**src/rtl/time_set_ctrl.sv**
```systemverilog
// Time-setting controller: debounces mode/inc/dec keys and walks the hour, minute
// and second fields, holding each counter's load line while its preload is edited.
module time_set_ctrl #(
  parameter int DEB_CYCLES  = 1_000_000,
  parameter int BLINK_DIV   = 12_500_000,
  parameter int TIMEOUT_CYC = 500_000_000
) (
  input  logic       clk,
  input  logic       rst_n,
  input  logic       key_mode,
  input  logic       key_inc,
  input  logic       key_dec,
  input  logic [7:0] cur_hh,
  input  logic [7:0] cur_mm,
  input  logic [7:0] cur_ss,
  output logic       set_hh,
  output logic       set_mm,
  output logic       set_ss,
  output logic [7:0] s_hh,
  output logic [7:0] s_mm,
  output logic [7:0] s_ss,
  output logic [1:0] edit_sel,
  output logic       blink
);

  localparam int DCW = $clog2(DEB_CYCLES + 1);
  localparam int BCW = $clog2(BLINK_DIV + 1);
  localparam int TCW = $clog2(TIMEOUT_CYC + 1);
  localparam logic [DCW-1:0] DEB_LAST   = DCW'(DEB_CYCLES - 1);
  localparam logic [BCW-1:0] BLINK_LAST = BCW'(BLINK_DIV - 1);
  localparam logic [TCW-1:0] TMO_LAST   = TCW'(TIMEOUT_CYC - 1);
  localparam logic [7:0] HH_MAX = 8'd23;
  localparam logic [7:0] MS_MAX = 8'd59;

  // Encoding matches edit_sel, so edit_sel is the registered state itself.
  typedef enum logic [1:0] {
    RUN     = 2'd0,
    EDIT_HH = 2'd1,
    EDIT_MM = 2'd2,
    EDIT_SS = 2'd3
  } state_t;

  state_t state;

  // Key index: 0 = mode, 1 = inc, 2 = dec (all active-low).
  logic [2:0]     key_raw;
  logic [2:0]     sync1;
  logic [2:0]     sync2;
  logic [2:0]     level;
  logic [2:0]     ev;
  logic [DCW-1:0] deb_cnt [3];

  logic [BCW-1:0] blink_cnt;
  logic [TCW-1:0] tmo_cnt;
  logic           ev_mode;
  logic           ev_inc;
  logic           ev_dec;
  logic           any_ev;

  assign key_raw  = {key_dec, key_inc, key_mode};
  assign ev_mode  = ev[0];
  assign ev_inc   = ev[1];
  assign ev_dec   = ev[2];
  assign any_ev   = |ev;
  assign edit_sel = state;

  // A level change is accepted only after DEB_CYCLES consecutive samples
  // disagree with the accepted level; only the high-to-low change is an event.
  always_ff @(posedge clk or negedge rst_n) begin
    if (!rst_n) begin
      sync1 <= 3'b111;
      sync2 <= 3'b111;
      level <= 3'b111;
      ev    <= 3'b000;
      for (int k = 0; k < 3; k++) deb_cnt[k] <= '0;
    end else begin
      sync1 <= key_raw;
      sync2 <= sync1;
      for (int k = 0; k < 3; k++) begin
        ev[k] <= 1'b0;
        if (sync2[k] == level[k]) begin
          deb_cnt[k] <= '0;
        end else if (deb_cnt[k] == DEB_LAST) begin
          level[k]   <= sync2[k];
          deb_cnt[k] <= '0;
          ev[k]      <= ~sync2[k];
        end else begin
          deb_cnt[k] <= deb_cnt[k] + 1'b1;
        end
      end
    end
  end

  function automatic logic [7:0] clamp(input logic [7:0] v, input logic [7:0] max);
    return (v > max) ? 8'd0 : v;
  endfunction

  function automatic logic [7:0] step(input logic [7:0] v, input logic [7:0] max,
                                      input logic up);
    if (up) return (v >= max) ? 8'd0 : v + 8'd1;
    return (v == 8'd0) ? max : v - 8'd1;
  endfunction

  always_ff @(posedge clk or negedge rst_n) begin
    if (!rst_n) begin
      state     <= RUN;
      set_hh    <= 1'b0;
      set_mm    <= 1'b0;
      set_ss    <= 1'b0;
      s_hh      <= 8'd0;
      s_mm      <= 8'd0;
      s_ss      <= 8'd0;
      blink     <= 1'b0;
      blink_cnt <= '0;
      tmo_cnt   <= '0;
    end else if (state == RUN) begin
      blink     <= 1'b0;
      blink_cnt <= '0;
      tmo_cnt   <= '0;
      if (ev_mode) begin
        state  <= EDIT_HH;
        set_hh <= 1'b1;
        s_hh   <= clamp(cur_hh, HH_MAX);
        blink  <= 1'b1;
      end
    end else if (ev_mode) begin
      // Mode wins over any inc/dec arriving in the same cycle.
      blink     <= 1'b1;
      blink_cnt <= '0;
      tmo_cnt   <= '0;
      case (state)
        EDIT_HH: begin
          state  <= EDIT_MM;
          set_hh <= 1'b0;
          set_mm <= 1'b1;
          s_mm   <= clamp(cur_mm, MS_MAX);
        end
        EDIT_MM: begin
          state  <= EDIT_SS;
          set_mm <= 1'b0;
          set_ss <= 1'b1;
          s_ss   <= clamp(cur_ss, MS_MAX);
        end
        default: begin
          state  <= RUN;
          set_ss <= 1'b0;
          blink  <= 1'b0;
        end
      endcase
    end else begin
      tmo_cnt <= any_ev ? '0 : tmo_cnt + 1'b1;
      if (!any_ev && tmo_cnt == TMO_LAST) begin
        state     <= RUN;
        set_hh    <= 1'b0;
        set_mm    <= 1'b0;
        set_ss    <= 1'b0;
        blink     <= 1'b0;
        blink_cnt <= '0;
        tmo_cnt   <= '0;
      end else if (ev_inc ^ ev_dec) begin
        blink     <= 1'b1;
        blink_cnt <= '0;
        case (state)
          EDIT_HH: s_hh <= step(s_hh, HH_MAX, ev_inc);
          EDIT_MM: s_mm <= step(s_mm, MS_MAX, ev_inc);
          default: s_ss <= step(s_ss, MS_MAX, ev_inc);
        endcase
      end else if (blink_cnt == BLINK_LAST) begin
        blink     <= ~blink;
        blink_cnt <= '0;
      end else begin
        blink_cnt <= blink_cnt + 1'b1;
      end
    end
  end

endmodule

```
**config.mk**
```make
export PLATFORM = sky130hd
export DESIGN_NAME = time_set_ctrl
export DESIGN_NICKNAME = d
export VERILOG_FILES = /design/src/rtl/time_set_ctrl.sv
export SDC_FILE = /design/constraint.sdc
export NUM_CORES = 1
export LEC_CHECK = 0
export BUFFER_PORTS_ARGS = -buffer_cell sky130_fd_sc_hd__buf_2
export CORE_ASPECT_RATIO = 1.2
export CORE_MARGIN = 2
export CORE_UTILIZATION = 55
export DETAILED_ROUTE_END_ITERATION = 12
export PLACE_DENSITY = 0.84
export SLEW_MARGIN = 10
export SYNTH_ARGS = -nofsm -noshare
export SYNTH_HDL_FRONTEND = slang
export SYNTH_SLANG_ARGS = --single-unit
```
**constraint.sdc**
```tcl
create_clock -name clk -period 2 [get_ports clk]
set_input_delay 0.6 -clock clk [delete_from_list [all_inputs] [get_ports clk]]
set_output_delay 0.6 -clock clk [all_outputs]
set_load 0.01 [all_outputs]
```
Word level (Yosys, flattened, before mapping)

Index checks and enable logic that the tools add are counted.

Equality and inequality tests: 19
Muxes and demuxes: 89
Add/subtract/negate cells: 11
Magnitude comparators: 6
Bitwise gates (word level): 9
Reduce and logical (&&, ||, !) cells: 23

Operator list:

| cell                    | count |
|---|---|
| $mux W8                 | 31 |
| $mux W20                | 6 |
| $mux W24                | 5 |
| $mux W29                | 4 |
| $add A20 B1 Y20 const B | 3 |
| $eq A20 B20 Y1 const B  | 3 |
| $mux W1                 | 36 |
| $add A29 B1 Y29 const B | 1 |
| $eq A29 B29 Y1 const B  | 1 |
| $add A24 B1 Y24 const B | 1 |
| $add A8 B1 Y8 const B   | 3 |
| $eq A24 B24 Y1 const B  | 1 |
| $logic_not A8 Y1        | 3 |
| $sub A8 B1 Y8 const B   | 3 |
| $ge A8 B6 Y1 const B    | 2 |
| $gt A8 B6 Y1 const B    | 2 |
| $reduce_and A5 Y1       | 3 |
| $reduce_and A3 Y1       | 3 |
| $ge A8 B5 Y1 const B    | 1 |
| $gt A8 B5 Y1 const B    | 1 |
| $mux W2                 | 4 |
| $ne A2 B1 Y1 const B    | 4 |
| $not A1 Y1              | 8 |
| $reduce_and A2 Y1       | 4 |
| other kinds (15)        | 24 |

Register bits: 155

Logic depth before layout (Yosys ltp)

Gate-level depths: netlist of run 1.

Depth after elaboration: 12
Gate-level depth with buffers: 8
Mapped depth without buffers: 7

Worst setup path before layout of run 1

OpenSTA, ideal clock, no wires.

Kind: reg2reg
Start: register ev[1]
End: register blink
Setup slack: 0.053 ns
Cell stages (with the launch flop): 6
Buffers on the path: 0
Required time: 1.875 ns
Period minus slack after synthesis: 1.947 ns
Data arrival time: 1.822 ns
Library setup time: 0.125 ns
Cell sequence: dfrtp_1 -> or4b_4 -> nor4_4 -> nand3_2 -> o211ai_4 -> mux2_4

Cells in the longest elaborated chain, start to end: 6
Elaborated cells on any way between the ends: 9
Those cells by class: 4 x mux; 1 x bitwise; 4 x reduce/logical

Ends and longest elaborated chain:

| element                          | RTL line | text |
|---|---|---|
| start: declaration               | 50       | `logic [2:0] ev;` |
| start signal: indexed assignment | 86       | `ev[k] <= ~sync2[k];` |
| $reduce_or A3 Y1                 | 64       | `assign any_ev = \|ev;` |
| $logic_not A1 Y1                 | 152      | `if (!any_ev && tmo_cnt == TMO_LAST) begin` |
| $logic_and A1 B1 Y1              | 152      |  |
| $mux W1                          | 152      |  |
| $mux W1                          | 126      | `end else if (ev_mode) begin` |
| $mux W1                          | 116      | `end else if (state == RUN) begin` |
| end signal: assignment           | 169      | `blink <= ~blink;` |
| end: declaration                 | 23       | `output logic blink` |

Several ways; a longest one is shown, not always the timed one.
A chain may end at the register's enable or synchronous reset.

Worst setup path after layout of run 1

Same ends and word-level chain as after synthesis.

==> results of run 1 <==
-- cell usage in the layout (no fill, tap or decap), types with 4 or more instances in the layout --
cell and instances:
nand3b_1 4, buf_2 57, dfrtp_1 146, or2_2 4, nor3_1 24, buf_4 57, or3_1 6, and3_1 26
ha_1 16, nand3_1 59, a21o_1 4, o21ai_0 37, buf_12 4, inv_1 22, nand2_1 63, nor3b_1 10
clkinvlp_4 4, a31oi_1 7, nor4_1 9, a21oi_1 23, nor4b_1 5, and4_1 15, clkbuf_16 17, dfstp_2 9
xor2_1 76, nor2_1 140, nand4_1 41, xnor2_1 35, and2_1 5
-- path summary, 6_finish.rpt --
kind / from / end / depth (start not counted)
max in group asynchronous: rst_n / deb_cnt[49] / 2
max: ev[1] / blink / 5
max reg2reg: ev[1] / blink / 5
min: rst_n / s_ss[4] / 1
min reg2reg: sync1[2] / sync2[2] / 0
min in group clk: key_dec / sync1[2] / 1
-- state kept, by name, summed over array words and instances (netlist names), 2 cells and up --
register   count
sync2          3
sync1          3
s_ss           8
s_hh           8
deb_cnt       60
tmo_cnt       29
s_mm           8
edit_sel       2
ev             3
level          3
blink_cnt     24
-- critical path, stage by stage (launching register included) --
cell and delay (ns):
dfrtp_1 0.38, or4b_4 0.54, nor4_4 0.31, nand3_2 0.15
o211ai_4 0.13, mux2_4 0.32
-- cell type report --
type | count | area (um2)
Clock buffer | 20 | 467
Clock inverter | 12 | 88.8
Fill cell | 1144 | 5090
Inverter | 22 | 82.6
Multi-Input combinational cell | 677 | 4210
Sequential cell | 155 | 3890
Tap cell | 204 | 255
Timing Repair Buffer | 120 | 816
-- metrics by stage --
| stage | instances | area [um2] |
|---|---|---|
| 4_1_cts | 1210 | 9770 |
| 2_1_floorplan | 884 | 8300 |
| 6_report | 1210 | 9810 |
| 5_1_grt | 1210 | 9810 |
| 3_3_place_gp | 1178 | 9220 |
| 3_5_place_dp | 1178 | 9220 |
-- power groups by stage --
stage | Sequential [mW] | Clock [mW] | Combinational (mW)
after global placement | 3.24 | 0 | 0.188
final | 3.18 | 3.03 | 0.187
after detailed placement | 3.24 | 0 | 0.192
after CTS | 3.18 | 3.06 | 0.192
after global routing | 3.18 | 3.20 | 0.214
after floorplan | 3.24 | 0 | 0.0525
-- metal layers --
metal,global-route usage [%],vias up
met5,0,-
met2,40.6,211
met4,7.89,0
met1,30.2,3382
li1,-,3345
met3,5.11,42
-- cell families after synthesis --
kind of cell,share of synthesized area (%)
mux,0.588
xor+xnor,11.7
simple gates,26.7
flops,46.8
fa+ha+maj,2.56
compound gates,8.74
buf+inv,2.86
==> flow_summary.ini, run 1 <==
[synthesis]
synth_top_area_share_pct = 44.0
synth_area_leaders = dfrtp_1, xor2_1, nor2_1, xnor2_1, nand3_1
yosys-top-cells-count = dfrtp_1, nor2_1, xor2_1, nand2_1, nand3_1
ys.flop_type = dfrtp_1
postSynthCellCount = 884
syn_nets = 930
async_flop_share_pct = 100
ys_warn_count = 0
synth_area_leader_cell = dfrtp_1
syn_area_mm2 = 0.00830
synth.most_common_cell = dfrtp_1
seq_area_frac_synth_pct = 46.8
synth.avg_cell_area_um2 = 9.39
synth.distinct_cells = 64
synth_edf_count = 0
synth-seq-cells = 155

[worst_setup_path]
critPathArrivalTime_ns = 2.26
critical_path_peak_fanout = 3
critPathCaptureType = register
startpoint_type = register
rrSetupSlack_ns = 0.07
path_class = register to register
crit_required_ns = 2.32

[global_routing]
grt_max_degree = 36
grt-ovfl-total = 0
grt_pass1_vias = 6898
grt_first_pass_wirelength_um = 31200
antenna_found_initial = 0
grt_use_total_pct = 23.9

[clocking]
cts.clk_slew.worst_paths_ns = 0.07
cts_tree = built
cts_root_buf = clkbuf_16
clock_latency_ns = 0.43
numCtsBuffers = 17
htree_levels = 4
hold_buffers = 0
cts_resized = 0
cts.sinks = 155
clockBufferDepth = 2
cts_setup_buffers = 0

[floorplanning]
ios = 59
die_area_mm2 = 0.0161
core_area_mm2 = 0.0149
fp.dieH_um = 139
initial_core_util_pct = 55.7
die_w_um = 116
rows = 49

[placed_design]
dp_slack_ns = 0.0638
gp_congestion = 0.927
port-buffer-count = 58
hpwl_um = 12600

[sta]
layout_setup_ws_ns = 0.0667
final-hold-violation-count = 0
slew_violations = 0
max_freq_mhz = 517
setup_viol_count_final = 0
fin_crit_sh_pct = 96.7
hold_slack_ns = 0.0576
fin_skew_ns = 0.00981
min_period_ns = 1.93
max_slew_margin_pct = 64.7
final.setup.tns_ns = 0
tightest_slew_ns = 0.528

[power_and_ir_drop]
p_comb_share_pct = 2.9
p_sw_mw = 1.48
switching_share_pct = 23.1
peakVddDrop_mv = 0.498
power.share.clock_pct = 47.3
power.internal_mw = 4.92
p_total_mw = 6.40
power_density_mw_per_mm2 = 652
leakage_nw = 4.27
seqPwrFrac_pct = 49.7

[layout]
antenna_cells = 0
drive_gt1_share_pct = 18.6
nets = 1039
syn_to_final_growth_pct = 18.2
fin_util_pct = 65.9

[routing]
drt_iter0_drc = 522
dr_wl_met2_um = 9300
vias = 6980
firstDrtPassIters = 5
routedWlPerCell_um = 15.1
wl_met3_um = 832
drt-total-wl_um = 18200
drc = 0
wl_met1_um = 7750
routed.top_layer = met4
postRouteAntennaNets = 0
routed_via_density = 5.77

[job]
maxCapViolCount = 0

[outcome]
status = finished clean

[min_path]
min_path_type = input port to async pin
No activity file was read; power rests on OpenSTA's default activity.
==> run 2: changes to the inputs <==
--- a/config.mk
+++ b/config.mk
@@ -10,6 +10,7 @@
 export CORE_MARGIN = 2
 export CORE_UTILIZATION = 55
 export DETAILED_ROUTE_END_ITERATION = 12
+export GPL_TIMING_DRIVEN = 0
 export PLACE_DENSITY = 0.84
 export SLEW_MARGIN = 10
 export SYNTH_ARGS = -nofsm -noshare
==> flow_summary.ini, run 2 (synthesis results as in run 1) <==
[outcome]
status = complete, but fails checks
violations = setup timing

[placed_design]
hpwl_um = 12000
gp_congestion = 0.895
dp.cells = 1147
port-buffer-count = 58

[clocking]
hold_buffers = 0
cts_tree = built
cts_root_buf = clkbuf_16
clock_latency_ns = 0.44
cts.clk_slew.worst_paths_ns = 0.07
htree_levels = 4
numCtsBuffers = 17
cts.sinks = 155
clockBufferDepth = 2

[power_and_ir_drop]
p_sw_mw = 1.40
seqPwrFrac_pct = 45.7
switching_share_pct = 20.1
power_density_mw_per_mm2 = 696
peakVddDrop_mv = 0.533
p_total_mw = 6.97
leakage_nw = 4.32
p_comb_share_pct = 2.7
power.internal_mw = 5.57
power.share.clock_pct = 51.6

[routing]
routedWlPerCell_um = 15.9
postRouteAntennaNets = 0
firstDrtPassIters = 6
drt_iter0_drc = 643
vias = 7075
drc = 0
drt-total-wl_um = 19100
routed_via_density = 5.89

[layout]
finalNonFillerCells = 1201
fin_util_pct = 67.2
most-common-layout-cells = nor2_1, dfrtp_1, xor2_1, nand2_1
antenna_cells = 0
largest_register = deb_cnt
reg_top3 = deb_cnt: 60 flops, tmo_cnt: 29 flops, blink_cnt: 24 flops
syn_to_final_growth_pct = 20.5
nets = 1031
largest_reg_flops = 60
final_common_cell = nor2_1
drive_gt1_share_pct = 19.7

[sta]
layout_setup_ws_ns = -0.0227
tightest_slew_ns = 0.711
max_freq_mhz = 494
setup_viol_count_final = 2
fin_crit_sh_pct = 101
final-hold-violation-count = 0
max_slew_margin_pct = 52.2
hold_slack_ns = 0.0502
rsz0062_at_grt = true
slew_violations = 0
fin_skew_ns = 0.0152
min_period_ns = 2.02

[worst_setup_path]
rrSetupSlack_ns = -0.02
crit_required_ns = 2.29
startpoint_type = register
path_class = register to register
rr_worst_depth = 7
critPathCaptureType = register
timing.rr.start = tmo_cnt[8]
reg2reg_to = edit_sel[1]
critical_path_peak_fanout = 3
critPathArrivalTime_ns = 2.32

[floorplanning]
initial_core_util_pct = 55.7
ios = 59
rows = 49
die_w_um = 116
die_area_mm2 = 0.0161
core_area_mm2 = 0.0149
fp.dieH_um = 139

[min_path]
min_path_type = input port to async pin

[global_routing]
grt_pass1_vias = 6699
grt_first_pass_wirelength_um = 30300
grt-ovfl-total = 0
antenna_found_initial = 0
grt_use_total_pct = 23.2
grt_max_degree = 115

[job]
maxCapViolCount = 0
[run 2: cell types whose count changed in the layout (fill, tap and decap cells not counted), moves of 7 or more]
cell	delta
buf_4	-30
clkbuf_1	+8
clkbuf_2	+8
dfrtp_1	-7
dfrtp_2	+7
[run 2: layout make-up]
cell class	count	area, um2
sequential	155	3900
buffer	27	170
timing repair buffer	85	527
clock buffer	21	480
clock inverter	10	188
tap	204	255
multi-input combinational	677	4410
inverter	22	82.6
fill	1156	4890
[run 2: worst max-delay path, cell delays in order, from the launching register on]
cell	delay [ns]
dfrtp_1	0.41
or4b_4	0.56
nor4_4	0.14
buf_4	0.19
nand3_4	0.10
buf_6	0.14
o211ai_1	0.21
nand2_1	0.12
[run 2: per-stage QoR]
step | setup TNS [ns] | instance area (um2) | setup slack [ns]
5_1_grt | -0.697 | 10000 | -0.0873
4_1_cts | -0.0116 | 9730 | -0.0116
2_1_floorplan | 0 | 8300 | 0.0534
6_report | -0.0330 | 10000 | -0.0227
3_5_place_dp | -13.66 | 8890 | -0.363
3_3_place_gp | -300.42 | 8850 | -1.93
[run 2: per-layer routing]
layer | part of all wire (%) | vias up | global-route usage (%)
li1 | - | 3333 | -
met1 | 42 | 3426 | 29.5
met2 | 50 | 262 | 38.6
met3 | 4.8 | 54 | 4.24
met4 | 2.7 | 0 | 10.3
met5 | 0 | - | 0
[run 2: how the worst max path moves through the flow]
stage          slack, ns           to        start
3_5_place_dp       -0.36  deb_cnt[30]  deb_cnt[20]
6_report           -0.02  edit_sel[1]   tmo_cnt[8]
4_1_cts            -0.01        blink        ev[0]
5_1_grt            -0.09  deb_cnt[37]  deb_cnt[31]
2_1_floorplan       0.05        blink        ev[1]
3_3_place_gp       -1.93  deb_cnt[17]        rst_n
[run 2: repair_timing]
item	4_1_cts	5_1_grt
buffers inserted	9	17
resized for setup	27	48
cloned	0	0
pin swaps	5	11
endpoints found under the setup margin	111	104
[run 2: power by group through the flow]
| stage | clock network, mW | registers (mW) | logic [mW] |
|---|---|---|---|
| 2_1_floorplan | 0 | 3.24 | 0.0525 |
| 3_3_place_gp | 0 | 3.24 | 0.159 |
| 3_5_place_dp | 0 | 3.24 | 0.171 |
| 4_1_cts | 3.66 | 3.18 | 0.174 |
| 5_1_grt | 3.78 | 3.19 | 0.211 |
| 6_report | 3.60 | 3.19 | 0.185 |
==> run 3: changes to the inputs <==
--- a/config.mk
+++ b/config.mk
@@ -8,10 +8,10 @@
 export BUFFER_PORTS_ARGS = -buffer_cell sky130_fd_sc_hd__buf_2
 export CORE_ASPECT_RATIO = 1.2
 export CORE_MARGIN = 2
-export CORE_UTILIZATION = 55
+export CORE_UTILIZATION = 37
 export DETAILED_ROUTE_END_ITERATION = 12
 export GPL_TIMING_DRIVEN = 0
-export PLACE_DENSITY = 0.84
+export PLACE_DENSITY = 0.62
 export SLEW_MARGIN = 10
 export SYNTH_ARGS = -nofsm -noshare
 export SYNTH_HDL_FRONTEND = slang
==> flow_summary.ini, run 3 (synthesis results as in run 1) <==
[outcome]
status = complete, but fails checks
violations = setup timing

[worst_setup_path]
critPathArrivalTime_ns = 2.33
timing.rr.start = tmo_cnt[8]
critPathCaptureType = register
path_delay_family = simple AND/OR/NAND/NOR gates
cp_cell_sequence = or4b_4, nor4_4, buf_4, a31oi_4, nand2_4, clkbuf_16, nor2_2
cpPeakStageDelay_ns = 0.56
critical_path_peak_fanout = 8
crit_required_ns = 2.32
reg2reg_to = tmo_cnt[26]
rr_worst_depth = 7
critPathSlowestCell = or4b_4
startpoint_type = register
path_class = register to register
rrSetupSlack_ns = -0.01
crit_buf_inv = 2

[sta]
layout_setup_ws_ns = -0.0142
fin_crit_sh_pct = 101
tightest_slew_ns = 0.667
hold_slack_ns = 0.154
max_freq_mhz = 496
max_slew_margin_pct = 55.6
final-hold-violation-count = 0
min_period_ns = 2.01
slew_violations = 0
rsz0062_at_grt = true
fin_skew_ns = 0.0107
final.setup.tns_ns = -0.0624
setup_viol_count_final = 10

[layout]
largest_register = deb_cnt
syn_to_final_growth_pct = 24.9
most-common-layout-cells = dfrtp_1, nor2_1, xor2_1, nand2_1
largest_reg_flops = 60
fin_util_pct = 46.7
antenna_cells = 0
reg_top3 = deb_cnt: 60 flops, tmo_cnt: 29 flops, blink_cnt: 24 flops
finalNonFillerCells = 1283
fillers = 2070
final_common_cell = dfrtp_1
drive_gt1_share_pct = 22.9
nets = 1038

[floorplanning]
die_w_um = 141
fp.dieH_um = 168
ios = 59
core_area_mm2 = 0.0222
die_area_mm2 = 0.0237
initial_core_util_pct = 37.4
rows = 60

[min_path]
min_path_type = input port to async pin

[global_routing]
antenna_found_initial = 0
grt-ovfl-total = 0
grt_first_pass_wirelength_um = 31800
grt_use_total_pct = 16.3
grt_max_degree = 85
grt_pass1_vias = 6643

[power_and_ir_drop]
power.share.clock_pct = 51.8
p_comb_share_pct = 2.6
power_density_mw_per_mm2 = 673
switching_share_pct = 20.3
seqPwrFrac_pct = 45.6
p_total_mw = 6.98
peakVddDrop_mv = 0.584
power.internal_mw = 5.57
p_sw_mw = 1.42
leakage_nw = 4.41

[clocking]
clockBufferDepth = 2
cts_tree = built
numCtsBuffers = 17
cts.sinks = 155
cts_root_buf = clkbuf_16
htree_levels = 4
clock_latency_ns = 0.43
cts.clk_slew.worst_paths_ns = 0.06
hold_buffers = 0

[routing]
drc = 0
routed_via_density = 5.34
routedWlPerCell_um = 14.7
postRouteAntennaNets = 0
firstDrtPassIters = 5
vias = 6856
drt-total-wl_um = 18800
drt_iter0_drc = 290

[job]
maxCapViolCount = 0

[placed_design]
port-buffer-count = 58
dp.cells = 1222
hpwl_um = 12200
gp_congestion = 0.836
## run 3: repair_timing
item	CTS	global route
resized for setup	30	96
cloned	0	4
setup endpoints to repair	115	111
pin swaps	8	28
setup buffers	9	19
## run 3: worst max-delay path by stage
stage | start | endpoint | slack (ns) | depth (start not counted)
after floorplan | ev[1] | blink | 0.05 | 5
after global placement | rst_n | deb_cnt[17] | -2.09 | 1
after detailed placement | deb_cnt[20] | deb_cnt[36] | -0.40 | 6
after CTS | ev[0] | blink | -0.05 | 5
after global routing | tmo_cnt[8] | tmo_cnt[0] | -0.10 | 7
final | tmo_cnt[8] | tmo_cnt[26] | -0.01 | 7
## run 3: per-layer routing
layer | track usage [%] | vias to the layer above | share of wire (%) | wire (um)
met2 | 26.9 | 127 | 49 | 9200
met1 | 21.3 | 3351 | 46 | 8650
met4 | 5.57 | 0 | 1.5 | 291
met5 | 0 | - | 0 | 0
met3 | 3.36 | 21 | 3.6 | 669
li1 | - | 3357 | - | -
## run 3: power groups by stage
stage / clock (mW) / sequential [mW] / combinational (mW)
after detailed placement: 0 / 3.24 / 0.176
after CTS: 3.70 / 3.18 / 0.179
final: 3.62 / 3.18 / 0.180
after floorplan: 0 / 3.24 / 0.0525
after global placement: 0 / 3.24 / 0.165
after global routing: 3.84 / 3.19 / 0.208
## run 3: final cells by class
type	count	area, um2	share of cell area, %
Buffer	28	185	1.79
Clock buffer	21	480	4.63
Clock inverter	10	188	1.81
Inverter	22	82.6	0.796
Multi-Input combinational cell	677	4560	43.9
Sequential cell	155	3900	37.6
Tap cell	279	349	3.37
Timing Repair Buffer	91	634	6.12
## run 3: stage by stage
stage	setup slack (ns)	instance area (um2)
2_1_floorplan	0.0534	8300
3_3_place_gp	-2.09	8940
3_5_place_dp	-0.396	8980
4_1_cts	-0.0524	9850
5_1_grt	-0.102	10400
6_report	-0.0142	10400
